--- src/rtl/mem_arb_pkg.sv ---
// Shared types for the two-port memory arbiter.
//   arb_state_t : transaction sequencer states
//   grant_t     : which requester owns the current/last transaction
//   ARB_CNT_W   : width of the WAIT-phase timeout counter
package mem_arb_pkg;

  typedef enum logic [1:0] {IDLE, ISSUE, WAIT, RESP} arb_state_t;
  typedef enum logic {GRANT_I, GRANT_D} grant_t;

  localparam int ARB_CNT_W = 8;

endpackage

--- src/rtl/mem_watchdog.sv ---
// WAIT-phase timeout counter.
//   clk, rst_n : clock, synchronous active-low reset
//   clr_i      : zero the counter (has priority over en_i)
//   en_i       : count one WAIT cycle without completion
//   expired_o  : the next counted cycle reaches TIMEOUT
module mem_watchdog
  import mem_arb_pkg::*;
#(
  parameter int TIMEOUT = 16
) (
  input  logic clk,
  input  logic rst_n,
  input  logic clr_i,
  input  logic en_i,
  output logic expired_o
);

  logic [ARB_CNT_W-1:0] cnt_q, cnt_d;

  always_comb begin
    cnt_d = cnt_q;
    if (clr_i)     cnt_d = '0;
    else if (en_i) cnt_d = cnt_q + 1'b1;
  end

  always_ff @(posedge clk) begin
    if (!rst_n) cnt_q <= '0;
    else        cnt_q <= cnt_d;
  end

  // Flag one count early so the arbiter leaves WAIT on the same edge the
  // count would reach TIMEOUT, giving exactly TIMEOUT WAIT cycles.
  assign expired_o = (cnt_q == ARB_CNT_W'(TIMEOUT - 1));

endmodule

--- src/rtl/mem_arbiter.sv ---
// Round-robin arbiter sharing one memory bus between the instruction-fetch
// port (read-only) and the data port (read/write). Each access is a single
// strobe followed by a wait for mem_done, bounded by TIMEOUT.
//   clk, rst_n                     : clock, synchronous active-low reset
//   i_addr/i_rstrobe               : fetch request (level, held until i_done)
//   i_rdata/i_done/i_err           : fetch response (one-cycle pulse)
//   d_addr/d_wdata/d_wmask         : data request payload
//   d_wstrobe/d_rstrobe            : data write/read request (level)
//   d_rdata/d_done/d_err           : data response (one-cycle pulse)
//   mem_addr/mem_wdata/mem_wmask   : downstream payload, held per transaction
//   mem_wstrobe/mem_rstrobe        : downstream one-cycle strobes
//   mem_rdata/mem_done             : downstream completion
//   busy                           : arbiter not in IDLE
module mem_arbiter
  import mem_arb_pkg::*;
#(
  parameter int TIMEOUT = 16
) (
  input  logic        clk,
  input  logic        rst_n,
  input  logic [31:0] i_addr,
  input  logic        i_rstrobe,
  output logic [31:0] i_rdata,
  output logic        i_done,
  output logic        i_err,
  input  logic [31:0] d_addr,
  input  logic [31:0] d_wdata,
  input  logic [3:0]  d_wmask,
  input  logic        d_wstrobe,
  input  logic        d_rstrobe,
  output logic [31:0] d_rdata,
  output logic        d_done,
  output logic        d_err,
  output logic [31:0] mem_addr,
  output logic [31:0] mem_wdata,
  output logic [3:0]  mem_wmask,
  output logic        mem_wstrobe,
  output logic        mem_rstrobe,
  input  logic [31:0] mem_rdata,
  input  logic        mem_done,
  output logic        busy
);

  arb_state_t  state_q, state_d;
  grant_t      grant_q, grant_d, last_grant_q, last_grant_d;
  logic [31:0] mem_addr_q, mem_addr_d, mem_wdata_q, mem_wdata_d;
  logic [3:0]  mem_wmask_q, mem_wmask_d;
  logic        mem_rstrobe_q, mem_rstrobe_d, mem_wstrobe_q, mem_wstrobe_d;
  logic [31:0] i_rdata_q, i_rdata_d, d_rdata_q, d_rdata_d;
  logic        i_done_q, i_done_d, i_err_q, i_err_d;
  logic        d_done_q, d_done_d, d_err_q, d_err_d;
  logic        busy_q, busy_d;

  logic        i_req, d_req, pick_d;
  logic        wd_clr, wd_en, wd_expired;

  mem_watchdog #(.TIMEOUT(TIMEOUT)) u_wd (
    .clk       (clk),
    .rst_n     (rst_n),
    .clr_i     (wd_clr),
    .en_i      (wd_en),
    .expired_o (wd_expired)
  );

  assign i_req = i_rstrobe;
  assign d_req = d_rstrobe | d_wstrobe;
  // Lone requester wins; on contention the port not granted last wins.
  assign pick_d = d_req && (!i_req || (last_grant_q == GRANT_I));

  always_comb begin
    state_d       = state_q;
    grant_d       = grant_q;
    last_grant_d  = last_grant_q;
    mem_addr_d    = mem_addr_q;
    mem_wdata_d   = mem_wdata_q;
    mem_wmask_d   = mem_wmask_q;
    mem_rstrobe_d = 1'b0;
    mem_wstrobe_d = 1'b0;
    i_rdata_d     = i_rdata_q;
    d_rdata_d     = d_rdata_q;
    i_done_d      = 1'b0;
    i_err_d       = 1'b0;
    d_done_d      = 1'b0;
    d_err_d       = 1'b0;
    wd_clr        = 1'b0;
    wd_en         = 1'b0;

    case (state_q)
      IDLE: begin
        if (i_req || d_req) begin
          state_d = ISSUE;
          // Strobe registers are loaded here so they are high during ISSUE.
          if (pick_d) begin
            grant_d       = GRANT_D;
            mem_addr_d    = d_addr;
            mem_wdata_d   = d_wdata;
            mem_wmask_d   = d_wmask;
            mem_rstrobe_d = d_rstrobe;
            mem_wstrobe_d = d_wstrobe;
          end else begin
            grant_d       = GRANT_I;
            mem_addr_d    = i_addr;
            mem_wdata_d   = '0;
            mem_wmask_d   = '0;
            mem_rstrobe_d = 1'b1;
            mem_wstrobe_d = 1'b0;
          end
          last_grant_d = grant_d;
        end
      end
      ISSUE: begin
        state_d = WAIT;
        wd_clr  = 1'b1;
      end
      WAIT: begin
        if (mem_done || wd_expired) begin
          state_d = RESP;
          if (grant_q == GRANT_D) begin
            d_done_d  = 1'b1;
            d_err_d   = !mem_done;
            d_rdata_d = mem_done ? mem_rdata : '0;
          end else begin
            i_done_d  = 1'b1;
            i_err_d   = !mem_done;
            i_rdata_d = mem_done ? mem_rdata : '0;
          end
        end else begin
          wd_en = 1'b1;
        end
      end
      RESP:    state_d = IDLE;
      default: state_d = IDLE;
    endcase

    busy_d = (state_d != IDLE);
  end

  always_ff @(posedge clk) begin
    if (!rst_n) begin
      state_q       <= IDLE;
      grant_q       <= GRANT_I;
      last_grant_q  <= GRANT_I;
      mem_addr_q    <= '0;
      mem_wdata_q   <= '0;
      mem_wmask_q   <= '0;
      mem_rstrobe_q <= 1'b0;
      mem_wstrobe_q <= 1'b0;
      i_rdata_q     <= '0;
      d_rdata_q     <= '0;
      i_done_q      <= 1'b0;
      i_err_q       <= 1'b0;
      d_done_q      <= 1'b0;
      d_err_q       <= 1'b0;
      busy_q        <= 1'b0;
    end else begin
      state_q       <= state_d;
      grant_q       <= grant_d;
      last_grant_q  <= last_grant_d;
      mem_addr_q    <= mem_addr_d;
      mem_wdata_q   <= mem_wdata_d;
      mem_wmask_q   <= mem_wmask_d;
      mem_rstrobe_q <= mem_rstrobe_d;
      mem_wstrobe_q <= mem_wstrobe_d;
      i_rdata_q     <= i_rdata_d;
      d_rdata_q     <= d_rdata_d;
      i_done_q      <= i_done_d;
      i_err_q       <= i_err_d;
      d_done_q      <= d_done_d;
      d_err_q       <= d_err_d;
      busy_q        <= busy_d;
    end
  end

  assign mem_addr    = mem_addr_q;
  assign mem_wdata   = mem_wdata_q;
  assign mem_wmask   = mem_wmask_q;
  assign mem_rstrobe = mem_rstrobe_q;
  assign mem_wstrobe = mem_wstrobe_q;
  assign i_rdata     = i_rdata_q;
  assign i_done      = i_done_q;
  assign i_err       = i_err_q;
  assign d_rdata     = d_rdata_q;
  assign d_done      = d_done_q;
  assign d_err       = d_err_q;
  assign busy        = busy_q;

endmodule
--- config.mk ---
export PLATFORM = sky130hd
export DESIGN_NAME = mem_arbiter
export DESIGN_NICKNAME = d
export VERILOG_FILES = /design/src/rtl/mem_arb_pkg.sv /design/src/rtl/mem_watchdog.sv /design/src/rtl/mem_arbiter.sv
export SDC_FILE = /design/constraint.sdc
export NUM_CORES = 1
export LEC_CHECK = 0
export ABC_AREA = 1
export CORE_AREA = 2 2 128 143
export CTS_CLUSTER_DIAMETER = 120
export CTS_CLUSTER_SIZE = 28
export DETAILED_ROUTE_END_ITERATION = 8
export DIE_AREA = 0 0 130 145
export PLACE_DENSITY = 0.76
export SLEW_MARGIN = 20
export SYNTH_ARGS = -nofsm -noshare
export SYNTH_HDL_FRONTEND = slang
export SYNTH_SLANG_ARGS = --single-unit
--- constraint.sdc ---
create_clock -name clk -period 1.61 [get_ports clk]
set_clock_uncertainty 0.2 [all_clocks]
set_input_delay 0.2415 -clock clk [delete_from_list [all_inputs] [get_ports clk]]
set_output_delay 0.2415 -clock clk [all_outputs]
set_load 0.01 [all_outputs]
**Word level (Yosys, flattened, before mapping)**

Index checks and enable logic that the tools add are counted.

- Reduce and logical (&&, ||, !) cells: 17
- Eq/ne operators: 4
- Muxes and demuxes: 14
- Bitwise operators: 5
- $add $sub $neg: 1

Operators with widths:

| cell | number |
|---|---|
| $mux 32 | 3 |
| $reduce_and 3->1 | 4 |
| $add 8x1->8 const B | 1 |
| $eq 8x4->1 const B | 1 |
| $pmux 2 s4 | 1 |
| $reduce_and 4->1 | 2 |
| $mux 1 | 7 |
| $eq 2x2->1 const B | 2 |
| $mux 2 | 2 |
| $mux 4 | 1 |
| $not 1->1 | 4 |
| $reduce_or 4->1 | 1 |
| $logic_or 1x1->1 | 3 |
| $eq 2x1->1 const B | 1 |
| $logic_not 1->1 | 2 |
| $logic_not 2->1 | 1 |
| $reduce_and 2->1 | 1 |
| $reduce_bool 2->1 | 1 |
| $reduce_or 2->1 | 1 |
| $logic_and 1x1->1 | 1 |
| $or 1x1->1 | 1 |

- Output and inout port bits: 139
- Input bits: 138
- Bits in registers: 150
- Word-level logic and storage cells: 56

**Depth between registers and ports, before layout**

Gate-level depths: netlist of run 1.

- Depth after elaboration: 5
- Mapped depth: 9
- Mapped depth without buffers: 8

**Modules after synthesis**

Synthesis of run 1 repeated with hierarchy kept, for this count alone.

- Cell total of the unflattened synthesis: 953
- Area total of the unflattened synthesis: 6,404.9 µm²

Modules (own cells, without submodules):

| module | area an instance (µm²) | instances | sequential area each (µm²) | cells an instance |
|---|---|---|---|---|
| mem_arbiter | 6,029.5 | 1 | 2,842.7 | 901 |
| mem_watchdog | 375.4 | 1 | 160.2 | 52 |

**Least setup slack after synthesis of run 1**

OpenSTA, ideal clock, no wires.

- Path type: register to register
- Start: register state_q[0]
- End: register d_rdata_q[22], in the netlist d_rdata[22]
- Path slack: -0.166 ns
- Data required time: 1.300 ns
- Period minus slack after synthesis: 1.776 ns
- Data arrival time: 1.466 ns
- Library setup time: 0.110 ns
- Cell stages (with the launch flop): 9
- Buffers on the path: 3
- Cell sequence: dfxtp_1 -> inv_1 -> ha_1 -> buf_2 -> buf_1 -> buf_1 -> nand4_1 -> nand2_1 -> nor2_1

- Cells in the longest elaborated chain, start to end: 2

Ends and longest elaborated chain:

| element | RTL line | source |
|---|---|---|
| from (decl) | mem_arbiter.sv:44 | `arb_state_t state_q, state_d;` |
| from (signal assigned) | mem_arbiter.sv:156 | `state_q <= state_d;` |
| $eq 2x2->1 | mem_arbiter.sv:88 | `case (state_q)` |
| $reduce_and 3->1 (no line) | - |  |
| to (signal assigned) | mem_arbiter.sv:165 | `d_rdata_q <= d_rdata_d;` |
| to (decl) | mem_arbiter.sv:49 | `logic [31:0] i_rdata_q, i_rdata_d, d_rdata_q, d_rdata_d;` |

No other way between the ends.
A chain may end at the register's enable or synchronous reset.

**Final worst setup path of run 1**

- Start: register u_wd.cnt_q[0]
- End: register d_rdata_q[19], in the netlist d_rdata[19]

- Cells in the longest elaborated chain, start to end: 3

Ends and longest elaborated chain:

| element | RTL line | source |
|---|---|---|
| from (decl) | mem_watchdog.sv:18 | `logic [ARB_CNT_W-1:0] cnt_q, cnt_d;` |
| from (signal assigned) | mem_watchdog.sv:28 | `else cnt_q <= cnt_d;` |
| $eq 8x4->1 | mem_watchdog.sv:33 | `assign expired_o = (cnt_q == ARB_CNT_W'(TIMEOUT - 1));` |
| $logic_or 1x1->1 | mem_arbiter.sv:116 | `if (mem_done \|\| wd_expired) begin` |
| $reduce_and 3->1 (no line) | - |  |

No other way between the ends.

==> metrics, run 1 <==
most common cell in the synthesized netlist nand2_1; HPWL after DPL 14.6 mm; largest net degree at the start of global routing 99; worst vdd ir 738 uV; slew at the pin closest to its max-slew limit 0.428 ns; Max Slew Vio Count 0; slew margin rel. 71.5%; RR Endpoint d_rdata[19]$_SDFFE_PN0P_; leak pwr 5.30 nW; maxcap violations 0; Post-synth top cells nand2_1 (299), inv_1 (151), dfxtp_1 (150); sequential cell area fraction in the yosys report 45.1%; Worst Hold Class input pin to flip-flop; Max Root-Sink Buffers 2; overall power 14.1 mW; WL final 22.6 mm; first-pass GRT wire length 34.6 mm; area growth from synthesis to layout 65.8%; layout cells sized above 1 13.2%; Worst Path Required 1.76 ns; final hold violation count 0; Synth top area share 45.1%; ys async rst share 0%; die footprint 18900 um^2; Mapped Cells 972; final net count 1421; core footprint 17400 um^2; Root Driver clkbuf_16; failing checks setup timing; element type at the critical path end flip-flop; CP endpoint d_rdata[19]$_SDFFE_PN0P_; Max Freq 0.549 GHz; gr ovfl total 0; Starting Density 38.2%; GRT Total Usage 22.8%; routed length per instance 14.8 um; Pre-Repair DR Iteration Count 5; Worst Path Arrival 1.97 ns; period utilisation layout 113%; Worst Setup Start Kind flip-flop; Crit Path Class flip-flop to flip-flop; Setup WS post-layout -0.210 ns; power density over cell area 1280 nW/um^2; Clock Sink Count 150; Setup-failing EPs final 75; Post-synth EDFFs 0; post-layout minimum cycle time 1.82 ns; vias per inst 4.81; mean post-synth cell area 6.85 um^2; Detailed Route Iter0 Violations 414; top cells by area, synth dfxtp_1 (45%), nand2_1 (17%), inv_1 (8.5%); H-tree lvl count 4; leading area contributor after synthesis dfxtp_1; Synth Cell Area 6660 um^2; Yosys cell types 25; Die X 130 um; syn_nets 1114; DR vias 7348; global placer's final weighted congestion 0.822; DRC 0; # rows 51; RSZ-0062 raised after global routing true; crit path from u_wd.cnt_q[0]$_SDFFE_PP0P_; clk_lat worst skew 0.41 ns; reg2reg setup slack -0.21 ns; port bufs 276; ys flop type dfxtp_1; Post-DRT Antenna Nets 0; synthesis warning total 0; Antenna diodes 0; CTS clk-pin slew, worst paths 0.06 ns; TritonCTS Buffers 17; flops & latches, synth 150; TritonCTS clock tree done; antenna violations before repair 0; reg2reg start u_wd.cnt_q[0]$_SDFFE_PP0P_; Die Y 145 um; status finished, violations left; # IOs 277; Reg2Reg Depth 9; vias in the first global route 7042; Max FO, Critical Path 15; final design utilization 63.4%
## area by class of cell
cell class	instances	area, um^2
repair buffers	354	3640
flip-flops and latches	150	3010
multi-input cells	604	2950
well taps	238	298
inverters	152	573
fillers	1562	6370
clock inverters	10	123
clock buffers	21	460
## placed cells by master, fill, tap and decap left out, types with 5 or more instances in the layout
master	instances
nand2_1	275
dfxtp_1	146
inv_1	139
dlygate4sd2_1	139
clkdlybuf4s50_1	136
a21oi_1	109
nand4_1	66
nor2_1	63
buf_4	41
o21ai_0	33
clkbuf_16	22
buf_12	18
nand2_2	16
inv_2	11
nor2_2	10
nand2_4	9
buf_6	8
buf_16	5
## per-stage QoR
step           hold slack (ns)  instances  area, um^2  worst slack [ns]  setup TNS (ns)
5_1_grt                  0.128       1529       11000            -0.275          -12.91
4_1_cts                  0.107       1521       10800            -0.137           -6.75
6_report                 0.129       1529       11000            -0.210           -7.14
3_5_place_dp             0.251       1473        9980            -0.282          -32.73
3_3_place_gp             0.246       1473        9980            -0.254          -30.11
2_1_floorplan            0.183        972        6690           0.00981               0
## per-layer routing
layer,GRT usage (%),up-vias,part of all wire (%)
met5,0,-,0
met4,6.99,0,2.1
met3,6.64,39,8.8
met2,39.4,321,50
met1,27.1,3338,39
li1,-,3650,-
## flip-flops by register name (all words and copies together) (netlist names), 2 cells and up
name,cells
state_q,2
d_rdata,32
u_wd.cnt_q,8
mem_addr,32
i_rdata,32
mem_wdata,32
mem_wmask,4
## how the worst min path moves through the flow
stage,cells after the start,from,slack [ns],end
after floorplan,2,d_wstrobe,0.18,mem_wstrobe$_SDFF_PN0_
after global placement,2,mem_wdata[17]$_SDFFE_PN0P_,0.25,mem_wdata[17]$_SDFFE_PN0P_
after detailed placement,2,mem_wdata[6]$_SDFFE_PN0P_,0.25,mem_wdata[6]$_SDFFE_PN0P_
after CTS,4,rst_n,0.11,mem_wdata[3]$_SDFFE_PN0P_
after global routing,4,rst_n,0.13,mem_wdata[4]$_SDFFE_PN0P_
final,4,rst_n,0.13,mem_wdata[4]$_SDFFE_PN0P_
## cell families after synthesis
kind of cell | synth area share, %
DFF | 45.1
AOI/OAI and AO/OA | 11.3
buffers and inverters | 13.8
and+or+nand+nor | 28.7
adders and majority gates | 0.751
xor gates and xnor gates | 0.395
## worst max-delay path, cell delays in order (launching register included)
cell	delay (ns)
dfxtp_2	0.36
ha_4	0.15
nand3_4	0.09
o21bai_4	0.22
buf_6	0.14
nand3_4	0.12
clkbuf_16	0.22
nand2_1	0.09
inv_1	0.05
nor2_1	0.10
## power breakdown
group          total [mW]  internal (mW)  leakage [nW]  switching (mW)
registers            4.72           4.39          1.23           0.333
logic                5.41           2.52          3.79            2.88
clock network        3.98           2.37         0.276            1.61
## timing repair
action | 4_1_cts | 5_1_grt
hold buffers | 0 | 0
cloned | 8 | 6
gates resized for setup | 175 | 47
endpoints found under the setup margin | 223 | 130
buffers inserted | 9 | 3
pin swaps | 10 | 16
No activity file was read; power rests on OpenSTA's default activity.
==> run 2: changes to the inputs <==
--- a/config.mk
+++ b/config.mk
@@ -8,7 +8,6 @@
 export ABC_AREA = 1
 export CORE_AREA = 2 2 128 143
 export CTS_CLUSTER_DIAMETER = 120
-export CTS_CLUSTER_SIZE = 28
 export DETAILED_ROUTE_END_ITERATION = 8
 export DIE_AREA = 0 0 130 145
 export PLACE_DENSITY = 0.76
==> results of run 2 <==
Final layout, timing and power as in run 1 (identical DEF).
==> run 3: changes to the inputs <==
--- a/config.mk
+++ b/config.mk
@@ -10,8 +10,9 @@
 export CTS_CLUSTER_DIAMETER = 120
 export DETAILED_ROUTE_END_ITERATION = 8
 export DIE_AREA = 0 0 130 145
-export PLACE_DENSITY = 0.76
+export PLACE_DENSITY_LB_ADDON = 0.2
 export SLEW_MARGIN = 20
 export SYNTH_ARGS = -nofsm -noshare
 export SYNTH_HDL_FRONTEND = slang
 export SYNTH_SLANG_ARGS = --single-unit
+export TNS_END_PERCENT = 5
==> run 3 against run 2 <==
The run still ends with setup timing left. Cell count shrank 1.8%. Worst hold slack lost 0.076 ns. Combinational power shrank 13%. Critical path depth shrank 1. Sequential share of layout area grew 1.6 points. Via count shrank 5.9%. First-iteration DRC count shrank 19%. Flip-flop and latch count is the same. Critical path type unchanged. Critical endpoint is now d_err$_SDFF_PN0_. Largest power group is now sequential cells. Highest routed layer unchanged.
==> metrics, run 3 (same netlist as run 1, synthesis figures left out) <==
slew margin rel. 80.7% (+9.2 points); TritonCTS Buffers 17 (unchanged); first-pass GRT wire length 32.5 mm (-6.1%); Worst Hold Class input pin to flip-flop; antenna violations before repair 0 (unchanged); global placer's final weighted congestion 0.822 (about the same); worst-path cell chain ha_4, nand3_4, o21bai_4, buf_12, nand3_4, nor2_1, nand2_1, inv_1; Worst Path Arrival 1.83 ns (-0.14 ns); Setup-failing EPs final 52 (-31%); dpl ws -0.294 ns (-0.0121 ns); Die X 130 um (unchanged); clk_lat worst skew 0.42 ns (about the same); Setup WS post-layout -0.0480 ns (+0.162 ns); Max FO, Critical Path 6 (-9); final hold violation count 0 (unchanged); # rows 51 (unchanged); # IOs 277 (unchanged); CTS clk-pin slew, worst paths 0.06 ns (about the same); DR vias 6912 (-5.9%); Area after DPL 9910 um^2 (-0.75%); RSZ-0062 raised after global routing true; Max Root-Sink Buffers 2 (unchanged); most frequent CP cell nand3_4; Clock Sink Count 150 (unchanged); Root Driver clkbuf_16; Crit Path Class flip-flop to flip-flop; leak pwr 5.06 nW (-4.4%); reg2reg setup slack -0.05 ns (+0.16 ns); Worst Setup Start Kind flip-flop; element type at the critical path end flip-flop; vias per inst 4.60 (-4.2%); hold_sp rst_n; area growth from synthesis to layout 56.8%; Detailed Route Iter0 Violations 337 (-19%); slew at the pin closest to its max-slew limit 0.288 ns (-0.139 ns); vias in the first global route 6459 (-8.3%); period utilisation layout 103% (-10 points); final design utilization 59.9% (-3.5 points); port bufs 276 (unchanged); maxcap violations 0 (unchanged); H-tree lvl count 4 (unchanged); die footprint 18900 um^2 (unchanged); design area 10400 um^2 (-5.5%); layout cells sized above 1 7.83% (-5.4 points); gr ovfl total 0 (unchanged); failing checks setup timing; Crit-path slowest cell dfxtp_2; worst vdd ir 939 uV (+27%); Top delay family on crit path simple AND/OR/NAND/NOR gates; status finished, violations left; routed length per instance 13.9 um (-5.9%); Fin Setup TNS -0.728 ns (+6.42 ns); Max Freq 0.603 GHz (+9.8%); Die Y 145 um (unchanged); Non-Filler Instances 1502 (-1.8%); GRT Total Usage 21.9% (-0.96 points); TritonCTS clock tree done; crit path from u_wd.cnt_q[0]$_SDFFE_PP0P_; final net count 1393 (-2.0%); placed cell count 1468 (-0.34%); core footprint 17400 um^2 (unchanged); power density over cell area 1300 nW/um^2 (+1.6%); Starting Density 38.2% (unchanged); commonest cells after routing, fill and taps aside nand2_1 (294), inv_1 (147), dfxtp_1 (147), dlygate4sd2_1 (138), clkdlybuf4s50_1 (136); Max Slew Vio Count 0 (unchanged); Worst Path Required 1.78 ns (+0.02 ns); commonest non-fill, non-tap cell in the layout nand2_1; Pre-Repair DR Iteration Count 5 (unchanged); Antenna diodes 0 (unchanged); DRC 0 (unchanged); largest net degree at the start of global routing 62 (-37%); Worst Path Buf+Inv 2 (-1); HPWL after DPL 14.8 mm (+1.4%); reg2reg start u_wd.cnt_q[0]$_SDFFE_PP0P_; Post-DRT Antenna Nets 0 (unchanged); WL final 20.9 mm (-7.5%); CP max stage delay 0.35 ns (about the same); post-layout minimum cycle time 1.66 ns (-0.162 ns)
==> run 3: cell types whose count changed in the layout (fill, tap and decap cells not counted), sizes merged <==
cell / change
bufbuf: -1
bufinv: +2
dlygate4sd2: -1
buf: -23
inv: -2
clkinvlp: -2
clkinv: -1
clkdlybuf4s15: +1
==> run 3: path summary, 6_finish.rpt <==
path / to / cells after the start
min reg2reg: mem_wdata[15]$_SDFFE_PN0P_ / 2
max: d_err$_SDFF_PN0_ / 8
min: last_grant_q$_SDFFE_PN0P_ / 3
max reg2reg: d_err$_SDFF_PN0_ / 8
==> run 3: area by class of cell <==
class                           count  area, um^2
Fill cell                        1697        6980
Timing Repair Buffer              326        3140
Sequential cell                   150        3010
Inverter                          152         571
Clock inverter                      7         145
Multi-Input combinational cell    604        2810
Tap cell                          238         298
Clock buffer                       25         465
==> run 3: what timing repair did <==
action,CTS,global route
setup buffers,0,1
resized for setup,142,14
endpoints found under the setup margin,232,125
hold buffers,0,0
cloned,0,1
pin swaps,27,16
==> run 3: per-stage QoR <==
step	power, mW	hold slack (ns)
2_1_floorplan	7.20	0.183
5_1_grt	14.4	0.0528
3_3_place_gp	9.73	0.247
4_1_cts	13.5	0.0393
3_5_place_dp	9.75	0.255
6_report	13.5	0.0527
==> run 3: power breakdown <==
group | internal [mW] | switching, mW | leakage (nW)
Clock | 2.64 | 1.52 | 0.290
Sequential | 4.38 | 0.316 | 1.23
Combinational | 2.03 | 2.66 | 3.54
==> run 3: metal layers <==
| layer | GRT usage [%] | wire, um | part of all wire (%) | up-vias |
|---|---|---|---|---|
| met2 | 35.3 | 9940 | 48 | 242 |
| met4 | 7.47 | 429 | 2.1 | 0 |
| li1 | - | - | - | 3581 |
| met3 | 9.29 | 2050 | 9.8 | 31 |
| met5 | 0 | 0 | 0 | - |
| met1 | 26.0 | 8450 | 40 | 3058 |
==> run 3: tightest hold or removal path: stages <==
cell and delay [ns]:
buf_2 0.14, clkinv_1 0.17, nor2_1 0.07
